[config.mk]
export PLATFORM = sky130hd
export DESIGN_NAME = imm_encode
export DESIGN_NICKNAME = d
export VERILOG_FILES = /design/src/rtl/imm_encode.sv
export SDC_FILE = /design/constraint.sdc
export NUM_CORES = 1
export LEC_CHECK = 0
export CAP_MARGIN = 25
export CELL_PAD_IN_SITES_DETAIL_PLACEMENT = 1
export CELL_PAD_IN_SITES_GLOBAL_PLACEMENT = 2
export CORE_UTILIZATION = 29
export DETAILED_ROUTE_END_ITERATION = 7
export PLACE_DENSITY_LB_ADDON = 0.1
export SYNTH_ARGS = -nofsm -noshare
export SYNTH_HDL_FRONTEND = slang
export SYNTH_SLANG_ARGS = --single-unit
[constraint.sdc]
create_clock -name clk -period 2.15 [get_ports clk]
set_input_delay 0.3225 -clock clk [delete_from_list [all_inputs] [get_ports clk]]
set_output_delay 0.3225 -clock clk [all_outputs]
set_load 0.02 [all_outputs]
[src/rtl/imm_encode.sv]
// Two-stage immediate-field encoder: S1 captures the value and its fit flags, S2 packs the field.
// Optional macro IMM_ENCODE_AUTO_EN selects the narrowest fitting format instead of using msb_i.
module imm_encode (
    input  logic        clk,
    input  logic        reset,
    input  logic        in_valid,
    output logic        in_ready,
    input  logic [31:0] value_i,
    input  logic [1:0]  msb_i,
    output logic        out_valid,
    input  logic        out_ready,
    output logic [22:0] imm_o,
    output logic [1:0]  msb_o,
    output logic        ovf_o,
    output logic [7:0]  ovf_cnt
);

    localparam logic [1:0] EXT16 = 2'd0;
    localparam logic [1:0] EXT17 = 2'd1;
    localparam logic [1:0] EXT22 = 2'd2;
    localparam logic [1:0] EXT23 = 2'd3;

    // A value fits N bits when everything from bit N-1 upward is pure sign extension.
    function automatic logic [3:0] fit_flags(input logic signed [31:0] v);
        fit_flags[0] = (&v[31:15]) | ~(|v[31:15]);
        fit_flags[1] = (&v[31:16]) | ~(|v[31:16]);
        fit_flags[2] = (&v[31:21]) | ~(|v[31:21]);
        fit_flags[3] = (&v[31:22]) | ~(|v[31:22]);
    endfunction

    function automatic logic [22:0] pack_field(input logic [22:0] v, input logic [1:0] code);
        case (code)
            EXT16:   pack_field = {7'd0, v[15:0]};
            EXT17:   pack_field = {6'd0, v[16:0]};
            EXT22:   pack_field = {1'b0, v[21:0]};
            default: pack_field = v;
        endcase
    endfunction

    function automatic logic [7:0] sat_inc(input logic [7:0] c);
        sat_inc = (c == 8'hFF) ? c : c + 8'd1;
    endfunction

    logic        s1_vld_q, s1_vld_d;
    logic [22:0] s1_val_q, s1_val_d;
    logic [3:0]  s1_fit_q, s1_fit_d;
`ifndef IMM_ENCODE_AUTO_EN
    logic [1:0]  s1_code_q, s1_code_d;
`endif
    logic        s2_vld_q, s2_vld_d;
    logic [22:0] s2_imm_q, s2_imm_d;
    logic [1:0]  s2_code_q, s2_code_d;
    logic        s2_ovf_q, s2_ovf_d;
    logic [7:0]  cnt_q, cnt_d;

    logic        s2_adv, in_hs, out_hs;
    logic [1:0]  sel_code;
    logic        sel_ovf;

    assign s2_adv   = !s2_vld_q || out_ready;
    assign in_ready = reset && (!s1_vld_q || s2_adv);
    assign in_hs    = in_valid && in_ready;
    assign out_hs   = s2_vld_q && out_ready;

    // ---- S1 -> S2 boundary: format selection from registered fit flags
    always_comb begin
`ifdef IMM_ENCODE_AUTO_EN
        sel_code = EXT23;
        if (s1_fit_q[2]) sel_code = EXT22;
        if (s1_fit_q[1]) sel_code = EXT17;
        if (s1_fit_q[0]) sel_code = EXT16;
        sel_ovf  = !s1_fit_q[3];
`else
        sel_code = s1_code_q;
        sel_ovf  = !s1_fit_q[s1_code_q];
`endif
    end

    always_comb begin
        s1_vld_d  = s1_vld_q;
        s1_val_d  = s1_val_q;
        s1_fit_d  = s1_fit_q;
`ifndef IMM_ENCODE_AUTO_EN
        s1_code_d = s1_code_q;
`endif
        if (in_ready) s1_vld_d = in_valid;
        if (in_hs) begin
            s1_val_d  = value_i[22:0];
            s1_fit_d  = fit_flags(value_i);
`ifndef IMM_ENCODE_AUTO_EN
            s1_code_d = msb_i;
`endif
        end

        s2_vld_d  = s2_vld_q;
        s2_imm_d  = s2_imm_q;
        s2_code_d = s2_code_q;
        s2_ovf_d  = s2_ovf_q;
        if (s2_adv) begin
            s2_vld_d = s1_vld_q;
            if (s1_vld_q) begin
                s2_imm_d  = pack_field(s1_val_q, sel_code);
                s2_code_d = sel_code;
                s2_ovf_d  = sel_ovf;
            end
        end

        cnt_d = (out_hs && s2_ovf_q) ? sat_inc(cnt_q) : cnt_q;
    end

    always_ff @(posedge clk) begin
        if (!reset) begin
            s1_vld_q  <= 1'b0;
            s2_vld_q  <= 1'b0;
            s2_imm_q  <= '0;
            s2_code_q <= EXT16;
            s2_ovf_q  <= 1'b0;
            cnt_q     <= '0;
        end else begin
            s1_vld_q  <= s1_vld_d;
            s2_vld_q  <= s2_vld_d;
            s2_imm_q  <= s2_imm_d;
            s2_code_q <= s2_code_d;
            s2_ovf_q  <= s2_ovf_d;
            cnt_q     <= cnt_d;
        end
    end

    // S1 payload is qualified by s1_vld_q, so it needs no reset.
    always_ff @(posedge clk) begin
        s1_val_q  <= s1_val_d;
        s1_fit_q  <= s1_fit_d;
`ifndef IMM_ENCODE_AUTO_EN
        s1_code_q <= s1_code_d;
`endif
    end

    assign out_valid = s2_vld_q;
    assign imm_o     = s2_imm_q;
    assign msb_o     = s2_code_q;
    assign ovf_o     = s2_ovf_q;
    assign ovf_cnt   = cnt_q;

endmodule

# [Word level (Yosys, flattened, before mapping)]
# Cells that the tools add are included.
[op_classes] add_sub_neg=1 multipliers=0 div=0 magnitude_cmp=1 n_eq_ne=3 n_shift=0 mux=3 bitwise_logic=9 n_reduce_logical=20
[ops] operator="23-bit case mux with 3 select lines" n=1
[ops] operator="17-bit AND reduction" n=1
[ops] operator="17-bit OR reduction" n=1
[ops] operator="16-bit AND reduction" n=1
[ops] operator="16-bit OR reduction" n=1
[ops] operator="11-bit AND reduction" n=1
[ops] operator="11-bit OR reduction" n=1
[ops] operator="10-bit AND reduction" n=1
[ops] operator="10-bit OR reduction" n=1
[ops] operator="8-bit by 1-bit adder with 8-bit output (second input constant)" n=1
[ops] operator="8-bit equality test (second input constant)" n=1
[ops] operator="1-bit NOT" n=5
[ops] operator="1-bit logical AND" n=4
[ops] operator="1-bit bitwise OR" n=4
[ops] operator="2-bit AND reduction" n=2
[ops] operator="1-bit zero test" n=3
[ops] operator="2-bit by 3-bit < comparator with 1-bit output (second input constant)" n=1
[ops] operator="1-bit binary-select mux with 2-bit select" n=1
[ops] operator="2-bit by 1-bit equality test with 1-bit output (second input constant)" n=1
[ops] operator="2-bit equality test (second input constant)" n=1
[ops] operator="2-bit zero test" n=1
[ops] operator="1-bit logical OR" n=2
[ops] operator="1-bit two-way mux" n=1
[totals] ff_bits=65 latch_bits=0 ramBits=0 romBits=0 in_bits=38 output_inout_bits=36 wordCells=46 mem_count=0

# [Depth between registers and ports, before layout]
# Gate-level depths: netlist of run 1.
[depth] depth_word=5 ltp_mapped=6 depth_no_buf=5

# [Worst setup path before layout of run 1]
# No wires, ideal clock.
[synth_path] kind="reg-to-reg" from="register s2_vld_q (netlist: out_valid)" to="register s1_code_q[0], enable pin" setup_time_ns=0.388 arrival_ns=1.963 required_time_ns=1.762 slack_ns=-0.201 path_stages_with_launch=4 path_buffers=0 period_less_slack_ns=2.351 path_cell_list="dfxtp_1 > nor2b_1 > a21boi_0 > and2_1"
[synth_via] elab_chain_len=5
[synth_rtl] element="start, declared" line="50" text="logic s2_vld_q, s2_vld_d;"
[synth_rtl] element="start signal, assigned" line="121" text="s2_vld_q <= s2_vld_d;"
[synth_rtl] element="1-bit zero test" line="60" text="assign s2_adv = !s2_vld_q || out_ready;"
[synth_rtl] element="1-bit logical OR" line="60"
[synth_rtl] element="1-bit logical OR" line="61" text="assign in_ready = reset && (!s1_vld_q || s2_adv);"
[synth_rtl] element="1-bit logical AND" line="61"
[synth_rtl] element="net in_ready" line="7" text="output logic in_ready,"
[synth_rtl] element="1-bit logical AND" line="62" text="assign in_hs = in_valid && in_ready;"
[synth_rtl] element="net in_hs" line="56" text="logic s2_adv, in_hs, out_hs;"
[synth_rtl] element="end signal, assigned" line="134" text="s1_code_q <= s1_code_d;"
[synth_rtl] element="end, declared" line="48" text="logic [1:0] s1_code_q, s1_code_d;"
# The timed path passes the listed nets, and every way through them passes these cells.
# A chain may end at the register's enable or synchronous reset.

# [Worst setup path after layout of run 1]
[layout_path] from="input port out_ready" to="output port in_ready"
[layout_via] elab_chain_len=3
[layout_rtl] element="start, declared" line="11" text="input logic out_ready,"
[layout_rtl] element="1-bit logical OR" line="60"
[layout_rtl] element="1-bit logical OR" line="61"
[layout_rtl] element="1-bit logical AND" line="61"
[layout_rtl] element="end, declared" line="7"
# Every way passes these cells.

==> metrics.md, run 1 <==
| Metric | Value |
|---|---|
| Status | `complete, no violations` |
| Async SR Flop Fraction | `0%` |
| IO Pins | `74` |
| Critical path peak fanout | `2` |
| Unique masters post-synth | `35` |
| Clock Sink Count | `between 60 and 70` |
| CP startpoint | `out_ready` |
| Switching power share of the total | `between 20% and 30%` |
| Largest family of logic cells by synthesized area | `simple AND/OR/NAND/NOR gates` |
| Final setup TNS | `0 ns` |
| Register bit count reported by yosys | `65` |
| Most common cell after layout, fill and taps aside | `clkdlybuf4s50_1` |
| Worst VDD drop | `~260 µV` |
| Worst slack at placement | `-0.0550 ns` |
| Drt total wl | `around 5.8 mm` |
| Tot GR Track Use | `14.1%` |
| Via density | `around 4.6` |
| Initial antenna violation count | `0` |
| Clock Path Buffers | `2` |
| IO Port Bufs | `73` |
| Setup crit start kind | `primary input` |
| # nets final | `340` |
| Critical-path cell list | `clkdlybuf4s50_1 > nor2b_1 > a21boi_1 > clkdlybuf4s50_1` |
| Worst-Margin Slew | `roughly 0.44 ns` |
| Register area share after synthesis | `between 60 and 70%` |
| R2r setup slk | `about 0.63 ns` |
| Ys Warns | `0` |
| CTS tree | `done` |
| Post-synthesis xor/xnor area fraction | `0.358%` |
| Internal power | `between 0.002 and 0.0025 W` |
| Post-route cell area | `about 3500 µm²` |
| Core Rows | `33` |
| Filler cells | `899` |
| Worst r2r path cells | `5` |
| Horiz. Die Dim | `93.8 µm` |
| H-tree Lvls | `3` |
| Clock power frac | `between 30% and 40%` |
| Syn_nets | `between 200 and 300` |
| First-iteration detailed-routing DRC count | `44` |
| Initial Utilization | `29.9%` |
| Mean Syn Cell Area | `around 11 µm²` |
| Fin. Hold Viols | `0` |
| Net Sw Power | `0.000569 W` |
| Slew Limit Fails | `0` |
| Clock transition at path regs | `roughly 0.070 ns` |
| Hold buffers post-CTS | `0` |
| CP max stage delay | `approximately 0.65 ns` |
| Ratio of total power to cell area | `around 730 nW/µm²` |
| Die Ht | `approximately 94 µm` |
| Critical path arrival | `between 1.5 and 2 ns` |
| Min-Delay Path Class | `reg -> reg` |
| Cells after synthesis | `220` |
| Residual DRC | `0` |
| CP Capture Type | `primary output` |
| Worst skew pair latency | `0.33 ns` |
| Combinational Power Share | `9.7%` |
| Synth Area in Adders | `0.512%` |
| Total power | `between 0.002 and 0.003 W` |
| Worst path most repeated cell | `clkdlybuf4s50_1` |
| Placement Cell Area | `about 3400 µm²` |
| Final WS setup | `approximately 0.08 ns` |
| DR WL/cell | `~14 µm` |
| Post-synth EDFFs | `29` |
| Area Growth Syn to Fin | `44.8%` |
| Final setup vio count | `0` |
| Tcrit/Tclk final | `approximately 96%` |
| Antenna Cells | `0` |
| Inserted Clock Buffers | `9` |
| CP Class | `in -> out` |
| Worst Skew | `around 0.0096 ns` |
| Largest net degree at the start of global routing | `40` |
| Data required, critical path | `approximately 1.8 ns` |
| Commonest cells after routing, fill and taps aside | `clkdlybuf4s50_1 (73), nand2_1 (54), dfxtp_1 (36)` |
| Power share of the sequential group | `a little over half` |
| CP Capture Point | `in_ready` |
| Root buffer cell | `clkbuf_8` |
| Vias in the first global route | `1845` |
| Most area-consuming cells after synthesis | `edfxtp_1 (36%), dfxtp_1 (29%), nand2_1 (8.3%)` |
| Vias post-DR | `~1.9k` |
| Post-DP HPWL | `3.96 mm` |
| Relative slew slack | `70.5%` |
| Compound-Gate Fraction of Synth Area | `12.6%` |
| Total gr overflow | `0` |
| CP max-delay cell | `clkdlybuf4s50_1` |
| Detail Route Antenna Nets | `0` |
| Initial DRT Pass Iterations | `6` |
| Post-synth top area share | `around 36%` |
| R2r startpoint | `ovf_cnt[0]` |
| RePlAce Congestion | `between 0.6 and 0.7` |
| Top cell type by total area after synthesis | `edfxtp_1` |
| Post-Syn Area | `2440 µm²` |
| Unrepaired setup endpoints after global routing | `no` |
| Global-route wire length before repair | `roughly 9 mm` |
| Total of max-cap violations | `0` |
| Simple-gate share of the synthesized area | `17.7%` |
| Core ar. | `8180 µm²` |
| Leakage | `1.21 nW` |
| Mux contribution to synthesized area | `1.33%` |
| Min Clock Period, post-route | `2.07 ns` |
| Fmax achieved | `just under 500 MHz` |
| Dominant synthesized flop cell | `dfxtp_1` |
| R2r endpoint | `ovf_cnt[0]` |
| Full die area | `between 8000 and 9000 µm²` |
| Fraction of layout cells with a size suffix above 1 | `roughly 7.8%` |
| Setup bufs post-CTS | `0` |
power groups by stage:
stage	combinational (W)	clock [W]	sequential, W
6_report	0.000251	0.000964	0.00136
5_1_grt	0.000272	0.00106	0.00136
4_1_cts	0.000257	0.00101	0.00136
3_5_place_dp	0.000256	0	0.00139
3_3_place_gp	0.000253	0	0.00139
2_1_floorplan	0.0000708	0	0.00141
metrics by stage:
stage	utilization [%]	hold slack, ns	std cells
floorplan	-	0.421	220
global placement	41.1	0.443	395
detailed placement	41.1	0.451	395
CTS	43.3	0.460	411
global route	43.3	0.488	411
finish	43.3	0.454	411
what timing repair did:
| action | in CTS | in global routing |
|---|---|---|
| setup endpoints to repair | 1 | 0 |
| resized for setup | 1 | 0 |
| endpoints found under the hold margin | 0 | 0 |
cell families (layout without fill, tap and decap cells):
| group | Yosys count | count (layout) |
|---|---|---|
| simple gates | 94 | 94 |
| flops | 65 | 65 |
| compound gates | 44 | 44 |
| buf+inv | 13 | 99 |
| mux | 2 | 2 |
| fa+ha+maj | 1 | 1 |
| xor+xnor | 1 | 1 |
layout make-up:
class | instances | area [µm²] | area share, %
clock buffers | 12 | 135 | 3.82
clock inverters | 4 | 43.8 | 1.24
inverters | 2 | 7.51 | 0.212
multi-input cells | 142 | 800 | 22.6
flip-flops and latches | 65 | 1590 | 45.0
well taps | 105 | 131 | 3.71
repair buffers | 81 | 828 | 23.4
cell usage after synthesis, types with 2 or more instances:
library cell  instances
nor2_1                3
edfxtp_1             29
a21oi_1               2
nor2b_1               3
o211ai_1              2
clkbuf_1              5
nand4_1               6
nor3_1                3
buf_2                 6
nand3_1              12
dfxtp_1              36
nand2b_1              3
inv_1                 2
nand2_1              54
a21boi_0             25
and2_1                2
o21ai_0               6
or4_1                 2
nor4_1                2
a21boi_1              2
per-layer routing:
metal,part of all wire (%),global-route usage [%]
met4,1.7,7.31
met5,0,0
met2,48,22.3
met1,47,18.0
met3,4.1,3.07
critical path: cells and delay by family:
kind	cells	cell delay [ns]
AND/OR/NAND/NOR	1	0.06
AO/OA/AOI/OAI	1	0.23
buffers and inverters	2	1.13
worst min path at each step:
| stage | start | endpoint | cells after the start | slack (ns) |
|---|---|---|---|---|
| floorplan | msb_i[0] | s1_code_q[0] | 0 | 0.42 |
| global placement | imm_o[18] | imm_o[18] | 2 | 0.44 |
| detailed placement | imm_o[18] | imm_o[18] | 2 | 0.45 |
| CTS | imm_o[18] | imm_o[18] | 2 | 0.46 |
| global route | imm_o[18] | imm_o[18] | 2 | 0.49 |
| finish | imm_o[18] | imm_o[18] | 2 | 0.45 |
registers in the layout, indices dropped and copies added, names as in the netlist:
register,cells
ovf_o,1
s1_fit_q,4
s1_code_q,2
s1_vld_q,1
imm_o,23
msb_o,2
out_valid,1
s1_val_q,23
ovf_cnt,8
Note: power is estimated with default switching activity, not from simulation.
==> run 2: changes to the inputs <==
--- a/config.mk
+++ b/config.mk
@@ -11,6 +11,8 @@
 export CORE_UTILIZATION = 29
 export DETAILED_ROUTE_END_ITERATION = 7
 export PLACE_DENSITY_LB_ADDON = 0.1
+export RECOVER_POWER = 25
+export SKIP_CTS_REPAIR_TIMING = 1
 export SYNTH_ARGS = -nofsm -noshare
 export SYNTH_HDL_FRONTEND = slang
 export SYNTH_SLANG_ARGS = --single-unit
==> metrics.md, run 2 (same netlist as run 1, synthesis figures left out) <==
| Metric | Value |
|---|---|
| Root buffer cell | `clkbuf_8` |
| Worst skew pair latency | `0.33 ns (about the same)` |
| Tcrit/Tclk final | `85.8% (-10 points)` |
| Core Rows | `33 (unchanged)` |
| Cell family with most CP delay | `simple AND/OR/NAND/NOR gates` |
| Setup crit start kind | `primary input` |
| Worst-Margin Slew | `0.707 ns (+0.267 ns)` |
| Critical path peak fanout | `3 (+1)` |
| Most common cell after layout, fill and taps aside | `nand2_1` |
| Total power | `0.00257 W (-0.32%)` |
| DR WL/cell | `14.0 µm (about the same)` |
| R2r startpoint | `ovf_cnt[0]` |
| Inserted Clock Buffers | `9 (unchanged)` |
| Tot GR Track Use | `14.1% (unchanged)` |
| Combinational Power Share | `9.4% (-0.3 points)` |
| Core ar. | `8180 µm² (unchanged)` |
| Placed cells | `395 (unchanged)` |
| Status | `complete, no violations` |
| Fraction of layout cells with a size suffix above 1 | `7.84% (unchanged)` |
| Clock power frac | `37.7% (+0.2 points)` |
| Vias in the first global route | `1845 (unchanged)` |
| Horiz. Die Dim | `93.8 µm (unchanged)` |
| CTS tree | `done` |
| Clock Sink Count | `65 (unchanged)` |
| Net Sw Power | `0.000571 W (+0.36%)` |
| Post-DP HPWL | `3.96 mm (unchanged)` |
| Worst VDD drop | `260 µV (-1.3%)` |
| Commonest cells after routing, fill and taps aside | `nand2_1 (54), clkdlybuf4s50_1 (46), dfxtp_1 (36)` |
| H-tree Lvls | `3 (unchanged)` |
| Filler cells | `900 (+0.11%)` |
| CP bufs+invs | `1 (-1)` |
| Worst r2r path cells | `5 (unchanged)` |
| Clock Path Buffers | `2 (unchanged)` |
| Full die area | `8800 µm² (unchanged)` |
| Min Clock Period, post-route | `1.84 ns (-0.225 ns)` |
| CP max stage delay | `0.56 ns (-0.09 ns)` |
| Ratio of total power to cell area | `725 nW/µm² (-0.32%)` |
| CP Class | `in -> reg` |
| Non-filler cells in the finished layout | `411 (unchanged)` |
| Final setup vio count | `0 (unchanged)` |
| Fmax achieved | `542 MHz (+12%)` |
| # nets final | `340 (unchanged)` |
| Critical path arrival | `2.02 ns (+0.27 ns)` |
| Via density | `4.63 (+0.32%)` |
| R2r setup slk | `0.62 ns (about the same)` |
| Data required, critical path | `2.33 ns (+0.50 ns)` |
| Leakage | `1.22 nW (+1.2%)` |
| Clock transition at path regs | `0.06 ns (about the same)` |
| Worst Skew | `0.0103 ns (+0.000708 ns)` |
| R2r endpoint | `ovf_cnt[0]` |
| Hold path start | `imm_o[18]` |
| Final setup TNS | `0 ns (unchanged)` |
| Area Growth Syn to Fin | `44.8% (unchanged)` |
| Fin. Hold Viols | `0 (unchanged)` |
| First-iteration detailed-routing DRC count | `45 (+2.3%)` |
| Largest net degree at the start of global routing | `40 (unchanged)` |
| Die Ht | `93.8 µm (unchanged)` |
| IO Pins | `74 (unchanged)` |
| IO Port Bufs | `73 (unchanged)` |
| Relative slew slack | `52.9% (-18 points)` |
| Vias post-DR | `1904 (+0.32%)` |
| Min-Delay Path Class | `reg -> reg` |
| Antenna Cells | `0 (unchanged)` |
| Total gr overflow | `0 (unchanged)` |
| Initial Utilization | `29.9% (unchanged)` |
| Initial antenna violation count | `0 (unchanged)` |
| Switching power share of the total | `22.3% (+0.15 points)` |
| Hold-critical path depth | `2 (unchanged)` |
| Detail Route Antenna Nets | `0 (unchanged)` |
| Global-route wire length before repair | `9.14 mm (unchanged)` |
| Power share of the sequential group | `53.0% (+0.2 points)` |
| RePlAce Congestion | `0.692 (unchanged)` |
| Critical-path cell list | `dlygate4sd3_1 > nor4_1 > nand3_1 > or4_1 > mux2i_1` |
| CP Capture Type | `flop` |
| Slew Limit Fails | `0 (unchanged)` |
| Hold EP | `imm_o[18]` |
| Internal power | `0.00199 W (-0.51%)` |
| Initial DRT Pass Iterations | `6 (unchanged)` |
| Residual DRC | `0 (unchanged)` |
| CP max-delay cell | `dlygate4sd3_1` |
| Drt total wl | `5.76 mm (about the same)` |
| Unrepaired setup endpoints after global routing | `no` |
| Total of max-cap violations | `0 (unchanged)` |
-- run 2: cell count changes in the layout (fill, tap and decap cells not counted), sizes merged --
cell,before,now
clkdlybuf4s50,73,46
dlygate4sd3,0,26
buf,8,7
dlymetal6s2s,0,1
clkbuf,12,13
-- run 2: worst reg2reg max path: cells and delay by family, from the launching register on --
| family | cells | cell delay, ns |
|---|---|---|
| XOR/XNOR | 1 | 0.10 |
| AND/OR/NAND/NOR | 2 | 0.28 |
| AO/OA/AOI/OAI | 1 | 0.39 |
| adder cells (fa/ha/maj) | 1 | 0.26 |
| flip-flops | 1 | 0.40 |
-- run 2: worst max path at each step --
stage	from	endpoint	cells after the start
floorplan	out_valid	s1_code_q[0]	3
global placement	out_ready	in_ready	4
CTS	out_ready	in_ready	4
detailed placement	out_ready	in_ready	4
finish	value_i[22]	s1_fit_q[0]	5
global route	value_i[22]	s1_fit_q[0]	5
-- run 2: area by class of cell --
type	count	area (µm²)	share of cell area [%]
flip-flops and latches	65	1590	45.0
repair buffers	81	828	23.4
multi-input cells	142	800	22.6
clock buffers	12	135	3.82
well taps	105	131	3.71
clock inverters	4	43.8	1.24
inverters	2	7.51	0.212
-- run 2: metal layers --
metal  routed length [µm]  global-route usage, %  vias up  part of all wire, %
li1                     -                      -      940                    -
met1                 2690                   18.0      914                   47
met2                 2740                   22.3       40                   48
met3                  217                   3.07       10                  3.8
met4                  104                   7.31        0                  1.8
met5                    0                      0        -                    0
-- run 2: per-stage QoR --
step / cell area (µm²) / hold WS [ns] / util, % / setup WS [ns]
after global routing: 3540 / 0.489 / 43.3 / 0.200
after CTS: 3540 / 0.460 / 43.3 / -0.0694
after floorplan: 2440 / 0.421 / - / 0.0725
after detailed placement: 3360 / 0.451 / 41.1 / -0.0550
after global placement: 3360 / 0.443 / 41.1 / -0.0572
final: 3540 / 0.454 / 43.3 / 0.306
-- run 2: power by group through the flow --
| stage | Sequential (W) | Clock [W] | Combinational (W) |
|---|---|---|---|
| after CTS | 0.00136 | 0.00101 | 0.000257 |
| final | 0.00136 | 0.000967 | 0.000240 |
| after global routing | 0.00136 | 0.00106 | 0.000262 |
| after floorplan | 0.00141 | 0 | 0.0000708 |
| after detailed placement | 0.00139 | 0 | 0.000256 |
| after global placement | 0.00139 | 0 | 0.000253 |
==> run 3: changes to the inputs <==
--- a/config.mk
+++ b/config.mk
@@ -6,7 +6,7 @@
 export NUM_CORES = 1
 export LEC_CHECK = 0
 export CAP_MARGIN = 25
-export CELL_PAD_IN_SITES_DETAIL_PLACEMENT = 1
+export CELL_PAD_IN_SITES_DETAIL_PLACEMENT = 0
 export CELL_PAD_IN_SITES_GLOBAL_PLACEMENT = 2
 export CORE_UTILIZATION = 29
 export DETAILED_ROUTE_END_ITERATION = 7
==> metrics.md, run 3 (same netlist as run 1, synthesis figures left out) <==
| Metric | Value |
|---|---|
| CP max-delay cell | `clkdlybuf4s50_1` |
| RePlAce Congestion | `0.692 (unchanged)` |
| Initial DRT Pass Iterations | `4 (-2)` |
| Largest net degree at the start of global routing | `40 (unchanged)` |
| Root buffer cell | `clkbuf_8` |
| Global route hottest layer | `met2` |
| Met3 Track Usage GR | `3.56% (+0.49 points)` |
| Critical-path cell list | `clkdlybuf4s50_1 > nor2b_1 > a21boi_1 > clkdlybuf4s50_1` |
| Antenna Cells | `0 (unchanged)` |
| Clock transition at path regs | `0.07 ns (about the same)` |
| Fraction of layout cells with a size suffix above 1 | `8.82% (+0.98 points)` |
| Min Clock Period, post-route | `2.05 ns (+0.201 ns)` |
| Worst-Margin Slew | `0.751 ns (+0.0435 ns)` |
| Cell family with most CP delay | `buffers and inverters` |
| Tcrit/Tclk final | `95.1% (+9.4 points)` |
| Relative slew slack | `50.0% (-2.9 points)` |
| Filler cells | `798 (-11%)` |
| Full die area | `8800 µm² (unchanged)` |
| Detail Route Antenna Nets | `0 (unchanged)` |
| Post-route cell area | `3590 µm² (+1.6%)` |
| Area occupied by multi-input gates | `800 µm² (unchanged)` |
| Post-DP HPWL | `3.69 mm (-6.9%)` |
| Total of max-cap violations | `0 (unchanged)` |
| Clock Sink Count | `65 (unchanged)` |
| Vias in the first global route | `1764 (-4.4%)` |
| Worst path most repeated cell | `clkdlybuf4s50_1` |
| CP bufs+invs | `2 (+1)` |
| First-iteration detailed-routing DRC count | `50 (+11%)` |
| Residual DRC | `0 (unchanged)` |
| Vias post-DR | `1875 (-1.5%)` |
| Status | `complete, no violations` |
| Total gr overflow | `0 (unchanged)` |
| Tot GR Track Use | `13.6% (-0.47 points)` |
| Die Ht | `93.8 µm (unchanged)` |
| Data required, critical path | `1.83 ns (-0.50 ns)` |
| Commonest cells after routing, fill and taps aside | `nand2_1 (54), clkdlybuf4s50_1 (48), dfxtp_1 (36)` |
| CP Capture Type | `primary output` |
| Critical path arrival | `1.72 ns (-0.30 ns)` |
| Most common cell after layout, fill and taps aside | `nand2_1` |
| Global-route wire length before repair | `8.79 mm (-3.8%)` |
| Unrepaired setup endpoints after global routing | `no` |
| Slew Limit Fails | `0 (unchanged)` |
| Clock Path Buffers | `2 (unchanged)` |
| Fin. Hold Viols | `0 (unchanged)` |
| CP max stage delay | `0.64 ns (+0.08 ns)` |
| Final setup vio count | `0 (unchanged)` |
| Horiz. Die Dim | `93.8 µm (unchanged)` |
| Core ar. | `8180 µm² (unchanged)` |
| Initial Utilization | `29.9% (unchanged)` |
| Area Growth Syn to Fin | `47.1%` |
| CTS tree | `done` |
| IO Pins | `74 (unchanged)` |
| Setup crit start kind | `primary input` |
| M1 GR Usage | `17.0% (-0.99 points)` |
| Critical path peak fanout | `2 (-1)` |
| Leakage | `1.24 nW (+1.4%)` |
| Drt total wl | `5.49 mm (-4.7%)` |
| Min-Delay Path Class | `reg -> reg` |
| Met2 Use GR | `21.4% (-0.85 points)` |
| Core Rows | `33 (unchanged)` |
| IO Port Bufs | `73 (unchanged)` |
| H-tree Lvls | `3 (unchanged)` |
| Inserted Clock Buffers | `9 (unchanged)` |
| Hold WS | `0.450 ns (-0.00410 ns)` |
| Placement Cell Area | `3360 µm² (unchanged)` |
| Worst VDD drop | `245 µV (-5.9%)` |
| Initial antenna violation count | `0 (unchanged)` |
| DR WL/cell | `13.4 µm (-4.7%)` |
| Via density | `4.56 (-1.5%)` |
| Fmax achieved | `489 MHz (-9.8%)` |
| # nets final | `340 (unchanged)` |
| Worst Skew | `0.00964 ns (-0.000700 ns)` |
| Ratio of total power to cell area | `780 nW/µm² (+7.6%)` |
| Worst skew pair latency | `0.33 ns (about the same)` |
| Storage cell area | `1590 µm² (unchanged)` |
| CP Class | `in -> out` |
[run 3: path summary, 6_finish.rpt]
kind	startpoint	end	slack, ns	cells past startpoint
worst min register to register	imm_o[18]	imm_o[18]	0.45	2
worst max register to register	ovf_cnt[0]	ovf_cnt[0]	0.62	5
worst max-delay path	out_ready	in_ready	0.10	4
worst min-delay path	imm_o[18]	imm_o[18]	0.45	2
[run 3: final cells by class]
class                   instances  share of cell area [%]
flip-flops and latches         65                    44.3
well taps                     105                    3.65
repair buffers                 81                    23.0
multi-input cells             142                    22.2
clock buffers                  12                    4.63
clock inverters                 4                    2.02
inverters                       2                   0.209
[run 3: tightest hold or removal path: cells and delay by family (launching register included)]
kind	cells	cell delay [ns]
simple gates	1	0.05
compound gates	1	0.05
flops	1	0.31
[run 3: routing by layer]
layer,wire length [µm],vias to the layer above
met5,0,-
met4,95,0
met3,234,9
met2,2590,39
met1,2570,885
li1,-,942
[run 3: through the flow]
step	cells	TNS (ns)	setup slack, ns	util (%)	power (W)
after floorplan	220	0	0.0725	-	0.00148
after global placement	395	-0.0572	-0.0572	41.1	0.00164
after detailed placement	395	-0.0473	-0.0473	41.1	0.00164
after CTS	411	-0.0473	-0.0473	44.0	0.00286
after global routing	411	0	0.0297	44.0	0.00293
final	411	0	0.105	44.0	0.00280
[run 3: report_power, final]
group	switching, W	internal (W)
Clock	0.000453	0.000754
Sequential	0.0000214	0.00134
Combinational	0.000112	0.000129
Total	0.000586	0.00222
